===== src/rtl/instruction_fetch.sv =====
// Instruction fetch unit: 11-bit PC into a combinational program ROM, 14-bit IR,
// an 8-deep circular return stack for CALL/RET, and an INIT/RUN/SLEEP controller.
module instruction_fetch (
  input  logic        clk,
  input  logic        rst_n,
  output logic [10:0] Rom_addr_out,
  input  logic [13:0] Rom_data_in,
  input  logic        stall,
  input  logic        load_pc,
  input  logic [10:0] load_addr,
  input  logic        call,
  input  logic        ret,
  input  logic        sleep,
  input  logic        wake,
  output logic [13:0] ir_out,
  output logic        ir_valid,
  output logic [10:0] pc_out,
  output logic        stack_overflow,
  output logic        stack_underflow,
  output logic [1:0]  dbg_state_o,
  output logic [3:0]  dbg_count_o
);

  localparam logic [1:0] S_INIT  = 2'd0;
  localparam logic [1:0] S_RUN   = 2'd1;
  localparam logic [1:0] S_SLEEP = 2'd2;

  // Handshake: none; stall is a level hold, redirect requests are sampled
  // once per non-stalled RUN cycle with priority ret > call > load_pc > sleep.

  logic [1:0]  state_q, state_d;
  logic [10:0] pc_q, pc_d;
  logic [13:0] ir_q, ir_d;
  logic        valid_q, valid_d;
  logic [2:0]  ptr_q, ptr_d;
  logic [3:0]  cnt_q, cnt_d;
  logic        ovf_q, ovf_d;
  logic        unf_q, unf_d;
  logic        push;
  logic [2:0]  ptr_m1;
  logic [10:0] stack_q [8];

  assign ptr_m1 = ptr_q - 3'd1;

  always_comb begin
    state_d = state_q;
    pc_d    = pc_q;
    ir_d    = ir_q;
    valid_d = valid_q;
    ptr_d   = ptr_q;
    cnt_d   = cnt_q;
    ovf_d   = ovf_q;
    unf_d   = unf_q;
    push    = 1'b0;
    case (state_q)
      S_INIT: state_d = S_RUN;
      S_RUN: begin
        if (!stall) begin
          if (ret) begin
            // An empty pop still follows the wrapped pointer; only the flag marks it.
            pc_d    = stack_q[ptr_m1];
            valid_d = 1'b0;
            ptr_d   = ptr_m1;
            if (cnt_q == 4'd0) unf_d = 1'b1;
            else               cnt_d = cnt_q - 4'd1;
          end else if (call) begin
            push    = 1'b1;
            pc_d    = load_addr;
            valid_d = 1'b0;
            ptr_d   = ptr_q + 3'd1;
            if (cnt_q == 4'd8) ovf_d = 1'b1;
            else               cnt_d = cnt_q + 4'd1;
          end else if (load_pc) begin
            pc_d    = load_addr;
            valid_d = 1'b0;
          end else if (sleep) begin
            state_d = S_SLEEP;
            valid_d = 1'b0;
          end else begin
            ir_d    = Rom_data_in;
            valid_d = 1'b1;
            pc_d    = pc_q + 11'd1;
          end
        end
      end
      S_SLEEP: begin
        valid_d = 1'b0;
        if (wake) state_d = S_RUN;
      end
      default: state_d = S_INIT;
    endcase
  end

  always_ff @(posedge clk or negedge rst_n) begin
    if (!rst_n) begin
      state_q <= S_INIT;
      pc_q    <= 11'h000;
      ir_q    <= 14'h0000;
      valid_q <= 1'b0;
      ptr_q   <= 3'd0;
      cnt_q   <= 4'd0;
      ovf_q   <= 1'b0;
      unf_q   <= 1'b0;
    end else begin
      state_q <= state_d;
      pc_q    <= pc_d;
      ir_q    <= ir_d;
      valid_q <= valid_d;
      ptr_q   <= ptr_d;
      cnt_q   <= cnt_d;
      ovf_q   <= ovf_d;
      unf_q   <= unf_d;
    end
  end

  // Stack storage is deliberately left out of reset.
  always_ff @(posedge clk) begin
    if (push) stack_q[ptr_q] <= pc_q;
  end

  assign Rom_addr_out    = pc_q;
  assign pc_out          = pc_q;
  assign ir_out          = ir_q;
  assign ir_valid        = valid_q;
  assign stack_overflow  = ovf_q;
  assign stack_underflow = unf_q;
  assign dbg_state_o     = state_q;
  assign dbg_count_o     = cnt_q;

endmodule


===== config.mk =====
export PLATFORM = sky130hd
export DESIGN_NAME = instruction_fetch
export DESIGN_NICKNAME = d
export VERILOG_FILES = /design/src/rtl/instruction_fetch.sv
export SDC_FILE = /design/constraint.sdc
export NUM_CORES = 1
export LEC_CHECK = 0
export ABC_CLOCK_PERIOD_IN_PS = 4400
export BUFFER_PORTS_ARGS = -buffer_cell sky130_fd_sc_hd__buf_2
export CAP_MARGIN = 10
export CORE_MARGIN = 2
export CORE_UTILIZATION = 55
export DETAILED_ROUTE_END_ITERATION = 8
export PLACE_DENSITY = 0.78
export SYNTH_ARGS = -nofsm -noshare
export SYNTH_HDL_FRONTEND = slang
export SYNTH_SLANG_ARGS = --single-unit

===== constraint.sdc =====
create_clock -name clk -period 4.4 [get_ports clk]
set_input_delay 0.44 -clock clk [delete_from_list [all_inputs] [get_ports clk]]
set_output_delay 0.44 -clock clk [all_outputs]
set_load 0.005 [all_outputs]

==> results of run 1 <==
power by group through the flow:
stage	Combinational [mW]	Sequential [mW]	Clock, mW
global route	1.46	1.88	1.55
finish	1.34	1.84	1.48
global placement	1.28	1.83	0
detailed placement	1.34	1.86	0
CTS	1.36	1.84	1.50
floorplan	1.03	1.79	0
synth_stat cells (7+ instances only):
cell,number,area share (%)
inv_1,8,0.54
mux2_4,10,2.7
nor2_1,19,1.3
buf_4,15,2.0
xor2_1,7,1.1
edfxtp_1,88,47
ha_1,10,2.2
o21ai_0,9,0.81
dfrtp_1,37,17
mux4_2,15,6.1
nor3_1,7,0.63
nand3_1,8,0.72
a21oi_1,13,1.2
mux4_1,7,3.3
nand2_1,20,1.3
stage by stage:
stage	utilization (%)	area (µm²)
6_report	67.5	6630
5_1_grt	67.5	6630
4_1_cts	67.5	6630
3_5_place_dp	61.1	6000
3_3_place_gp	61.1	6000
2_1_floorplan	-	5580
registers in the layout (all words and copies together) (netlist names):
name	count
ir_valid	1
dbg_count_o	4
Rom_addr_out	11
stack_underflow	1
stack_q	88
ir_out	14
stack_overflow	1
dbg_state_o	2
ptr_q	3
how the worst min path moves through the flow:
stage / slack [ns] / cells after the start / end / start
floorplan: 0.14 / 0 / Rom_addr_out[0] / rst_n
global placement: 0.45 / 1 / stack_underflow / stack_underflow
detailed placement: 0.45 / 1 / stack_overflow / stack_overflow
CTS: 0.05 / 1 / ir_out[5] / rst_n
global route: 0.10 / 1 / Rom_addr_out[3] / rst_n
finish: 0.04 / 1 / ir_out[5] / rst_n
logic make-up (layout without fill, tap and decap cells):
logic type               count (synthesis)  after routing
flip-flops                             125            125
AND/OR/NAND/NOR                         76             76
AO/OA/AOI/OAI                           57             57
multiplexers                            39             39
buffers and inverters                   35            128
XOR/XNOR                                13             13
adder cells (fa/ha/maj)                 11             11
layer usage:
layer / up-vias / track usage [%] / part of all wire [%]
li1: 1525 / - / -
met1: 1767 / 30.2 / 40
met2: 152 / 37.1 / 50
met3: 26 / 7.30 / 6.8
met4: 0 / 9.33 / 2.3
met5: - / 0 / 0
cell type report:
class / count / share of cell area (%)
timing repair buffer: 87 / 6.94
sequential: 125 / 53.8
clock buffer: 17 / 6.24
multi-input combinational: 196 / 26.6
clock inverter: 15 / 3.28
inverter: 9 / 0.585
tap: 133 / 2.51
==> qor.yml, run 1 <==
pwr:
  switching_share_pct: 31.1
  p_int_mw: 3.22
  pwr-share-seq_pct: 39.5
  p_comb_share_pct: 28.8
  power.density_nw_per_um2: 704
  irDropWorstVdd_mv: 0.339
  clockPowerShare_pct: 31.7
  leakage_nw: 2.64
  switchingPower_mw: 1.45
  total_power_mw: 4.67
worst_setup_path:
  cp_cell_sequence: "buf_4 > inv_1 > ha_1 > mux4_2 > a22oi_1 > nand4_1 > o22a_1"
  worst_ep_required_time_ns: 4.81
  crit_slowest_cell: "ha_1"
  critical_path.top_delay_family: "adder cells"
  worst-setup-path-type: "register to register"
  reg2reg_from: "ptr_q[0]"
  cp_num_buf_inv: 2
  crit_path_max_fanout: 26
  r2r_end: "Rom_addr_out[10]"
  reg2reg_depth: 7
  slowest_delay_ns: 1.00
  critPathLaunchType: "register"
  cp-end-kind: "register"
  endpoint: "Rom_addr_out[10]"
  critPathLaunch: "ptr_q[0]"
  cp.arrival_ns: 3.37
  cp.depth: 7
  r2r_slack_ns: 1.44
floorplan:
  core_area_um2: 9820
  chipHeight_um: 105
  ios: 78
  die-area_um2: 11000
  start_util_pct: 56.8
  die_w_um: 105
  rows: 36
clock_tree:
  cts_resized: 0
  clk_pin_slew_ns: 0.06
  insertion_delay_ns: 0.52
  post_cts_buffers: 0
  cts_tree: "done"
  cts_made_buffers: 17
  cts_hold_buf: 0
  root_buffer: "clkbuf_8"
  cts_buffer_depth: 2
  h-tree-depth: 4
  cts_num_sinks: 125
sta:
  slew_headroom_pct: 27.8
  rsz0062_at_grt: "false"
  post-route-min-period_ns: 2.96
  fmax_mhz: 338
  tightest_slew_ns: 1.08
  skew_ns: 0.00813
  hold_viol_final: 0
  finalSetupViolations: 0
  worst_slack_ns: 1.44
  final.period_utilization_pct: 67.3
  hold-worst-slack_ns: 0.0439
  final-max-slew-violation-count: 0
  setup-tns-final_ns: 0
yosys:
  synth_flop_cell: "edfxtp_1"
  avgSynthCellArea_um2: 15.7
  synth_top_family_by_area: "multiplexers"
  yosys.area_share.simple_pct: 6.64
  synthCells: 356
  synth.area.mux_share_pct: 13.4
  synth_seq_cells: 125
  synth_adder_area_share_pct: 2.60
  synthesis.nets: 400
  synth_edf_count: 88
  synth-seq-area-share_pct: 64.0
  syn-cell-area_um2: 5580
  synth.distinct_cells: 55
  synth_compound_area_share_pct: 6.95
  async_flop_share_pct: 29.6
  synth.yosys.warnings: 0
  synth-xor-area-share_pct: 2.04
run:
  maxCapViolations: 0
cells_and_area:
  area_delta_synth_final_pct: 18.9
  nets: 480
  antenna-diode-count: 0
  layout-drive-gt1-share_pct: 34.3
  layout_commonest_cell: "edfxtp_1"
  layout_common_cells: "88 x edfxtp_1, 77 x buf_2, 37 x dfrtp_1, 20 x nand2_1, 19 x nor2_1"
  multi_input_comb_area_um2: 1770
  nFillCells: 668
  final_cells: 582
  seq_area_um2: 3570
detailed_routing:
  drt_wl_total_mm: 12.1
  drt-initial-drc-count: 256
  via_per_inst: 5.96
  dr.pass1.iters: 5
  route.detailed.drc: 0
  postRouteAntennaNets: 0
  routedWlPerCell_um: 20.7
  dr_total_vias: 3470
placement:
  place_ws_ns: 1.40
  routabilityCongestion: 0.868
  portBuffers: 77
  place_inst: 550
  dp_hpwl_mm: 7.67
run_status:
  status: "completed"
grt:
  grt_pass1_wl_mm: 19.0
  antenna_found_initial: 0
  overflow: 0
  grt_max_degree: 38
  grtUsageTotal_pct: 23.3
  grt_pass1_vias: 3590
hold_path:
  hp-class: "input port to asynchronous set/reset pin"
No activity file was read; power rests on OpenSTA's default activity.
==> run 2: changes to the inputs <==
Settings changed: ABC_CLOCK_PERIOD_IN_PS 4400 to 2450, CORE_UTILIZATION 55 to 52, PLACE_DENSITY 0.78 to 0.77.
Clock period 4.4 ns to 2.45 ns, I/O delays scaled along.
==> qor.yml, run 2 (synthesized netlist as in run 1, its figures left out) <==
placement:
  portBuffers: 77
  placed_area_um2: 6090
  dp_hpwl_mm: 7.89
  routabilityCongestion: 0.819
  place_ws_ns: 0.302
run_status:
  status: "completed"
cells_and_area:
  top_register: "stack_q"
  layout_commonest_cell: "edfxtp_1"
  seq_area_um2: 3570
  area_delta_synth_final_pct: 22.7
  utilization_pct: 66.0
  largest_reg_flops: 88
  antenna-diode-count: 0
  layout_common_cells: "88 x edfxtp_1, 77 x buf_2, 37 x dfrtp_1, 21 x buf_4, 20 x nand2_1"
  nets: 507
  multi_input_comb_area_um2: 1770
  nFillCells: 748
  layout-drive-gt1-share_pct: 35.1
  finalInstanceArea_um2: 6850
sta:
  worst_slack_ns: 0.283
  fmax_mhz: 461
  skew_ns: 0.0108
  rsz0062_at_grt: "false"
  post-route-min-period_ns: 2.17
  finalSetupViolations: 0
  setup-tns-final_ns: 0
  final.period_utilization_pct: 88.4
  final-max-slew-violation-count: 0
  tightest_slew_ns: 0.883
  slew_headroom_pct: 41.1
  hold_viol_final: 0
floorplan:
  rows: 37
  chipHeight_um: 108
  core_area_um2: 10400
  ios: 78
  start_util_pct: 53.8
  die-area_um2: 11600
  die_w_um: 108
clock_tree:
  cts_resized: 0
  cts_tree: "done"
  cts_made_buffers: 17
  cts_num_sinks: 125
  post_cts_buffers: 0
  root_buffer: "clkbuf_8"
  clk_pin_slew_ns: 0.06
  h-tree-depth: 4
  insertion_delay_ns: 0.52
  cts_buffer_depth: 2
pwr:
  power.density_nw_per_um2: 1220
  leakage_nw: 2.74
  irDropWorstVdd_mv: 0.552
  total_power_mw: 8.37
grt:
  antenna_found_initial: 0
  grtUsageTotal_pct: 22.2
  grt_pass1_wl_mm: 18.8
  grt_max_degree: 38
  grt_pass1_vias: 3504
  overflow: 0
worst_setup_path:
  cp-end-kind: "register"
  crit_path_max_fanout: 14
  worst-setup-path-type: "register to register"
  cp.arrival_ns: 2.57
  critPathLaunchType: "register"
  worst_ep_required_time_ns: 2.85
detailed_routing:
  route.detailed.drc: 0
  dr_total_vias: 3531
  routedWlPerCell_um: 20.2
  dr.pass1.iters: 5
  postRouteAntennaNets: 0
  drt_wl_total_mm: 12.3
  via_per_inst: 5.77
  drt-initial-drc-count: 306
run:
  maxCapViolations: 0
hold_path:
  hp-class: "input port to register"
## run 2: changes by cell type in the layout (fill, tap and decap cells not counted), sizes merged
cell / previous run / this run
dlygate4sd3: 0 / 16
bufinv: 5 / 3
buf: 87 / 98
inv: 11 / 10
clkinvlp: 0 / 1
clkbuf: 17 / 19
## run 2: path summary, 6_finish.rpt
path                       slack, ns             from              end  depth (start not counted)
setup / recovery                0.28   dbg_state_o[1]        ir_out[3]                          5
max in group asynchronous       1.50            rst_n  Rom_addr_out[4]                          2
hold reg to reg                 0.46  stack_underflow  stack_underflow                          1
hold / removal                  0.07            stall         ir_valid                          4
min in group asynchronous       0.39            rst_n        ir_out[6]                          2
setup reg to reg                0.28   dbg_state_o[1]        ir_out[3]                          5
## run 2: routing by layer
| layer | GRT usage, % | up-vias | share of wire (%) |
|---|---|---|---|
| met1 | 28.6 | 1801 | 40 |
| li1 | - | 1573 | - |
| met4 | 7.88 | 0 | 1.5 |
| met2 | 36.9 | 137 | 53 |
| met5 | 0 | - | 0 |
| met3 | 5.63 | 20 | 5.9 |
## run 2: timing repair
action,in CTS,in global routing
hold buffers,16,0
endpoints found under the setup margin,0,0
hold endpoints to repair,52,0
## run 2: critical path: stages (launching register included)
cell	delay, ns
dfrtp_1	0.42
inv_1	0.13
ha_1	0.22
nand2b_1	0.15
or3_1	0.71
mux2_4	0.42
## run 2: cell type report
cell class                 count  share of cell area [%]
inverter                       9                   0.567
tap                          136                    2.49
multi-input combinational    196                    25.8
sequential                   125                    52.1
timing repair buffer         114                    10.3
clock inverter                13                    2.45
clock buffer                  19                    6.30
## run 2: where the power goes
group	total, mW	internal, mW	switching [mW]
clock	2.50	1.58	0.914
combinational	2.66	1.33	1.32
sequential	3.22	2.79	0.421
total	8.37	5.71	2.66
## run 2: through the flow
| stage | hold slack, ns | cells |
|---|---|---|
| 6_report | 0.0749 | 612 |
| 5_1_grt | 0.0935 | 612 |
| 4_1_cts | 0.0454 | 612 |
| 2_1_floorplan | -0.0506 | 356 |
| 3_3_place_gp | 0.399 | 564 |
| 3_5_place_dp | 0.405 | 564 |
